`src/rtl/crc32_pkg.sv`:
```
// Shared constants for the CRC32 datapath and its buffering FIFOs.
package crc32_pkg;

    localparam int CRC_DATA_W            = 32;
    localparam int FIFO_ADDR_W_DEFAULT   = 5;
    localparam int FIFO_AF_LEVEL_DEFAULT = 28;
    localparam int FIFO_AE_LEVEL_DEFAULT = 4;

endpackage : crc32_pkg

```
`src/rtl/fifo_dpram.sv`:
```
// DEPTH x DATA_W register file: synchronous write port, asynchronous read
// port. Contents are intentionally not reset; the owning FIFO's pointers
// decide which entries are valid.
module fifo_dpram #(
    parameter int DATA_W = 32,
    parameter int ADDR_W = 5
) (
    input  logic              clock,
    input  logic              we_i,
    input  logic [ADDR_W-1:0] waddr_i,
    input  logic [DATA_W-1:0] wdata_i,
    input  logic [ADDR_W-1:0] raddr_i,
    output logic [DATA_W-1:0] rdata_o
);

    localparam int DEPTH = 1 << ADDR_W;

    logic [DATA_W-1:0] mem_q [DEPTH];

    // Store the incoming word on an accepted write.
    always_ff @(posedge clock) begin
        if (we_i) begin
            mem_q[waddr_i] <= wdata_i;
        end
    end

    // Combinational read so the head word is available with zero latency.
    assign rdata_o = mem_q[raddr_i];

endmodule : fifo_dpram

```
`src/rtl/synch_fifo_param.sv`:
```
// First-word-fall-through synchronous FIFO with occupancy count,
// almost-full/almost-empty thresholds, synchronous flush and sticky
// overflow/underflow flags. Pointers carry one extra wrap bit so that
// full and empty are distinguishable without a separate counter.
module synch_fifo_param
    import crc32_pkg::*;
#(
    parameter int DATA_W   = CRC_DATA_W,
    parameter int ADDR_W   = FIFO_ADDR_W_DEFAULT,
    parameter int AF_LEVEL = FIFO_AF_LEVEL_DEFAULT,
    parameter int AE_LEVEL = FIFO_AE_LEVEL_DEFAULT
) (
    input  logic              clock,
    input  logic              resetn,
    input  logic              flush,
    input  logic              wen,
    input  logic [DATA_W-1:0] wdata,
    input  logic              ren,
    output logic [DATA_W-1:0] rdata,
    output logic              full,
    output logic              empty,
    output logic              almost_full,
    output logic              almost_empty,
    output logic [ADDR_W:0]   count,
    output logic              overflow,
    output logic              underflow
);

    localparam logic [ADDR_W:0] AF_CNT = (ADDR_W+1)'(AF_LEVEL);
    localparam logic [ADDR_W:0] AE_CNT = (ADDR_W+1)'(AE_LEVEL);

    logic [ADDR_W:0]   wptr_q, wptr_d;
    logic [ADDR_W:0]   rptr_q, rptr_d;
    logic              ovf_q, ovf_d;
    logic              udf_q, udf_d;
    logic              wr_accept;
    logic              rd_accept;
    logic [DATA_W-1:0] ram_rdata;

    // Status flags derive purely from the registered pointers.
    assign empty        = (wptr_q == rptr_q);
    assign full         = (wptr_q[ADDR_W-1:0] == rptr_q[ADDR_W-1:0]) &&
                          (wptr_q[ADDR_W] != rptr_q[ADDR_W]);
    assign count        = wptr_q - rptr_q;
    assign almost_full  = (count >= AF_CNT);
    assign almost_empty = (count <= AE_CNT);
    assign overflow     = ovf_q;
    assign underflow    = udf_q;

    // Flush outranks both requests; full/empty are the pre-edge values,
    // so a read on a full FIFO frees no room for a same-cycle write.
    assign wr_accept = wen && !full && !flush;
    assign rd_accept = ren && !empty && !flush;

    // Head word is forced to zero when nothing is queued.
    assign rdata = empty ? '0 : ram_rdata;

    fifo_dpram #(
        .DATA_W (DATA_W),
        .ADDR_W (ADDR_W)
    ) u_ram (
        .clock   (clock),
        .we_i    (wr_accept),
        .waddr_i (wptr_q[ADDR_W-1:0]),
        .wdata_i (wdata),
        .raddr_i (rptr_q[ADDR_W-1:0]),
        .rdata_o (ram_rdata)
    );

    // Next-state pointers and sticky error flags.
    always_comb begin
        wptr_d = wptr_q;
        rptr_d = rptr_q;
        ovf_d  = ovf_q;
        udf_d  = udf_q;
        if (flush) begin
            wptr_d = '0;
            rptr_d = '0;
            ovf_d  = 1'b0;
            udf_d  = 1'b0;
        end else begin
            if (wr_accept) wptr_d = wptr_q + 1'b1;
            if (rd_accept) rptr_d = rptr_q + 1'b1;
            if (wen && full)  ovf_d = 1'b1;
            if (ren && empty) udf_d = 1'b1;
        end
    end

    // Pointer and flag registers; reset empties the FIFO immediately.
    always_ff @(posedge clock or negedge resetn) begin
        if (!resetn) begin
            wptr_q <= '0;
            rptr_q <= '0;
            ovf_q  <= 1'b0;
            udf_q  <= 1'b0;
        end else begin
            wptr_q <= wptr_d;
            rptr_q <= rptr_d;
            ovf_q  <= ovf_d;
            udf_q  <= udf_d;
        end
    end

endmodule : synch_fifo_param

```
`config.mk`:
```
export PLATFORM = sky130hd
export DESIGN_NAME = synch_fifo_param
export DESIGN_NICKNAME = d
export VERILOG_FILES = /design/src/rtl/crc32_pkg.sv /design/src/rtl/fifo_dpram.sv /design/src/rtl/synch_fifo_param.sv
export SDC_FILE = /design/constraint.sdc
export NUM_CORES = 1
export LEC_CHECK = 0
export CAP_MARGIN = 0
export CORE_MARGIN = 3
export CORE_UTILIZATION = 39
export CTS_CLUSTER_DIAMETER = 150
export CTS_CLUSTER_SIZE = 40
export DETAILED_ROUTE_END_ITERATION = 8
export PLACE_DENSITY_LB_ADDON = 0.15
export SLEW_MARGIN = 20
export SYNTH_ARGS = -nofsm -noshare
export SYNTH_HDL_FRONTEND = slang
export SYNTH_HIERARCHICAL = 1
export SYNTH_SLANG_ARGS = --single-unit
```
`constraint.sdc`:
```
create_clock -name clock -period 10.1 [get_ports clock]
set_clock_uncertainty 0.15 [all_clocks]
set_input_delay 2.525 -clock clock [delete_from_list [all_inputs] [get_ports clock]]
set_output_delay 2.525 -clock clock [all_outputs]
set_load 0.05 [all_outputs]
```
==> results.toml <==
[status]
status = "complete, no violations"

[pwr]
power_frac_seq = 0.596
power.density_nw_per_um2 = 182
clkPwrFrac = 0.217
switching_share = 0.266
switchingPower_w = 0.00213
intPower_w = 0.00590
power.leakage_nw = 13.3
pwr-share-comb = 0.187
ir_worst_vdd_mv = 0.168

[clocking]
cts_tree = "built"
cts_resized = 0
clk_latency_ns = 0.67
post_cts_buffers = 0
cts-buffers-inserted = 29
cts_root_buf = "clkbuf_16"
ctsHtreeMaxLevel = 1
path_clk_slew_ns = 0.15
cts_sinks = 1038
hold_buffers = 0
cts_max_path_buffers = 3

[routing]
vias_per_cell = 5.54
route.detailed.drc = 0
vias = 21058
dr.pass1.iters = 6
ant_nets = 0
wl_per_cell_um = 28.1
dr.first_iter.drc_count = 2113
wirelength_um = 107000

[timing]
maxSlewHeadroom = 0.246
slew_violations = 0
rsz0062_at_grt = "false"
setup_ws_ns = 2.61
holdWs_ns = 0.373
period_minus_slack_ns = 7.49
finalHoldViolations = 0
period_share = 0.741
max_freq_ghz = 0.134
fin_tns_setup_ns = 0
tightest_slew_ns = 1.13
setup_viol = 0

[floorplanning]
core_area_um2 = 104000
dieArea_um2 = 109000
start_util = 0.395
std_cell_rows = 118
fp.dieW_um = 330
pin_count = 81
fp.dieH_um = 330

[job]
max-cap-violations = 0

[synthesis]
avgSynthCellArea_um2 = 17.3
synthArstFlopShare = 0.0135
synth_cells = 2367
muxShareOfSynthArea = 0.125
ys_types = 44
netlist.area_leader.share = 0.750
synth_commonest_cells = "edfxtp_1 (1,024), mux2i_1 (513), a21oi_1 (103), nand2_1 (103), nand3_1 (101)"
synth.most_common_cell = "edfxtp_1"
synth-xor-area-share = 0.00317
synth_top_family_by_area = "multiplexers"
synth-compound-area-share = 0.0509
ys_warn_count = 6
synth_flop_cell = "edfxtp_1"
synthAdderAreaFrac = 0.00262
synth_top_area_cell = "edfxtp_1"
synth_edf_count = 1024
ys_seq_elements = 1038
synth_area_um2 = 41000
yosys.area_share.simple = 0.0401
synth_area_leaders = "edfxtp_1 (75%), mux2i_1 (13%), a22oi_1 (1.8%), a22o_1 (1.4%), a21oi_1 (1.3%)"
synth.yosys.seq_area_share = 0.758
synthesis.nets = 2412

[worst_setup_path]
crit_fanout = 124
reg2reg_slack_ns = 5.21
endpoint_kind = "primary output"
crit_required_ns = 7.43
crit_type = "reg2out"
arrival_ns = 4.81
start_kind = "register"

[placement]
placed_cell_area_um2 = 43500
dp_slack_ns = 3.39
dp_hpwl_um = 53700
gp_congestion = 0.754
portBuffers = 80

[grt]
grt_max_degree = 129
grt.overflow.total = 0
grt_pass1_vias = 21126
antenna_found_initial = 8
grt_usage = 0.194
grt_pass1_wl_um = 153000

[final_layout]
fin_nets = 2440
drive_gt1_frac = 0.0625
final_core_utilization = 0.425
final_area_um2 = 44200
area_growth_pct = 7.80

[worst_hold_path]
hp-class = "reg2reg"
[flip-flops by register name, summed over array words and instances, names as in the netlist]
signal and count:
wptr_q 6, u_ram/mem_q 1024, underflow 1, rptr_q 6, overflow 1
[critical path, stage by stage (launching register included)]
cell and delay [ns]:
dfrtp_4 1.06, buf_12 0.67, mux2i_1 0.28, a22o_1 0.17, nor3_1 0.06, a31oi_1 0.30
nand3_1 0.32, and2_1 0.25, clkdlybuf4s50_1 0.70
[layer usage]
metal	share of wire	global-route usage
met3	0.050	0.0287
met4	0.019	0.0347
met1	0.43	0.264
met2	0.50	0.335
met5	0.00039	0
[path summary, 6_finish.rpt]
check | startpoint | end | cells after the start
min reg2reg | underflow | underflow | 2
max in group asynchronous | resetn | rptr_q[0] | 1
max reg2reg | rptr_q[0] | u_ram/mem_q[29][6] | 7
min in group asynchronous | resetn | rptr_q[5] | 1
max | rptr_q[0] | rdata[9] | 8
min | underflow | underflow | 2
[power groups by stage]
| stage | registers [W] | logic [W] | clock network (W) |
|---|---|---|---|
| 6_report | 0.00478 | 0.00150 | 0.00174 |
| 2_1_floorplan | 0.00485 | 0.00115 | 0 |
| 3_3_place_gp | 0.00488 | 0.00151 | 0 |
| 3_5_place_dp | 0.00488 | 0.00153 | 0 |
| 5_1_grt | 0.00479 | 0.00160 | 0.00194 |
| 4_1_cts | 0.00479 | 0.00153 | 0.00180 |
[kinds of logic (layout without fill, tap and decap cells)]
| family | count (synthesis) | after routing |
|---|---|---|
| compound gates | 302 | 302 |
| xor+xnor | 14 | 14 |
| fa+ha+maj | 8 | 8 |
| buf+inv | 143 | 193 |
| flops | 1038 | 1038 |
| mux | 513 | 513 |
| other cells | 0 | 5 |
| simple gates | 349 | 349 |
[per-stage QoR]
| step | cells | total power, W |
|---|---|---|
| 3_3_place_gp | 3744 | 0.00640 |
| 5_1_grt | 3797 | 0.00832 |
| 4_1_cts | 3797 | 0.00812 |
| 3_5_place_dp | 3744 | 0.00641 |
| 2_1_floorplan | 2367 | 0.00600 |
| 6_report | 3802 | 0.00803 |
[layout by cell type (no fill, tap or decap), types with 2 or more instances in the layout]
cell,netlist,layout
nand2_1,103,102
and3_1,3,3
inv_1,11,11
and2_1,33,32
or3b_2,3,3
edfxtp_1,1024,1024
buf_4,33,42
a31oi_1,33,33
nand4_1,3,3
nor3_1,33,33
nand3b_1,5,5
ha_1,7,7
nor2_4,0,33
xor2_1,6,6
nor2_1,54,21
clkdlybuf4s50_1,0,59
clkbuf_16,0,29
a21oi_1,103,103
diode_2,0,5
dfrtp_1,14,13
nand2b_2,0,2
xnor2_1,7,7
a22o_1,64,64
nand3_1,101,101
a22oi_1,96,96
clkbuf_1,50,23
mux2i_1,513,513
buf_12,0,6
buf_2,26,21
[final cells by class]
cell class | count | area (um2)
diodes | 5 | 12.5
clock buffers | 53 | 826
fillers | 9197 | 59700
inverters | 12 | 45.0
multi-input cells | 1186 | 9380
flip-flops and latches | 1038 | 31100
well taps | 1380 | 1730
repair buffers | 128 | 1130
(Power assumes the default switching activity.)
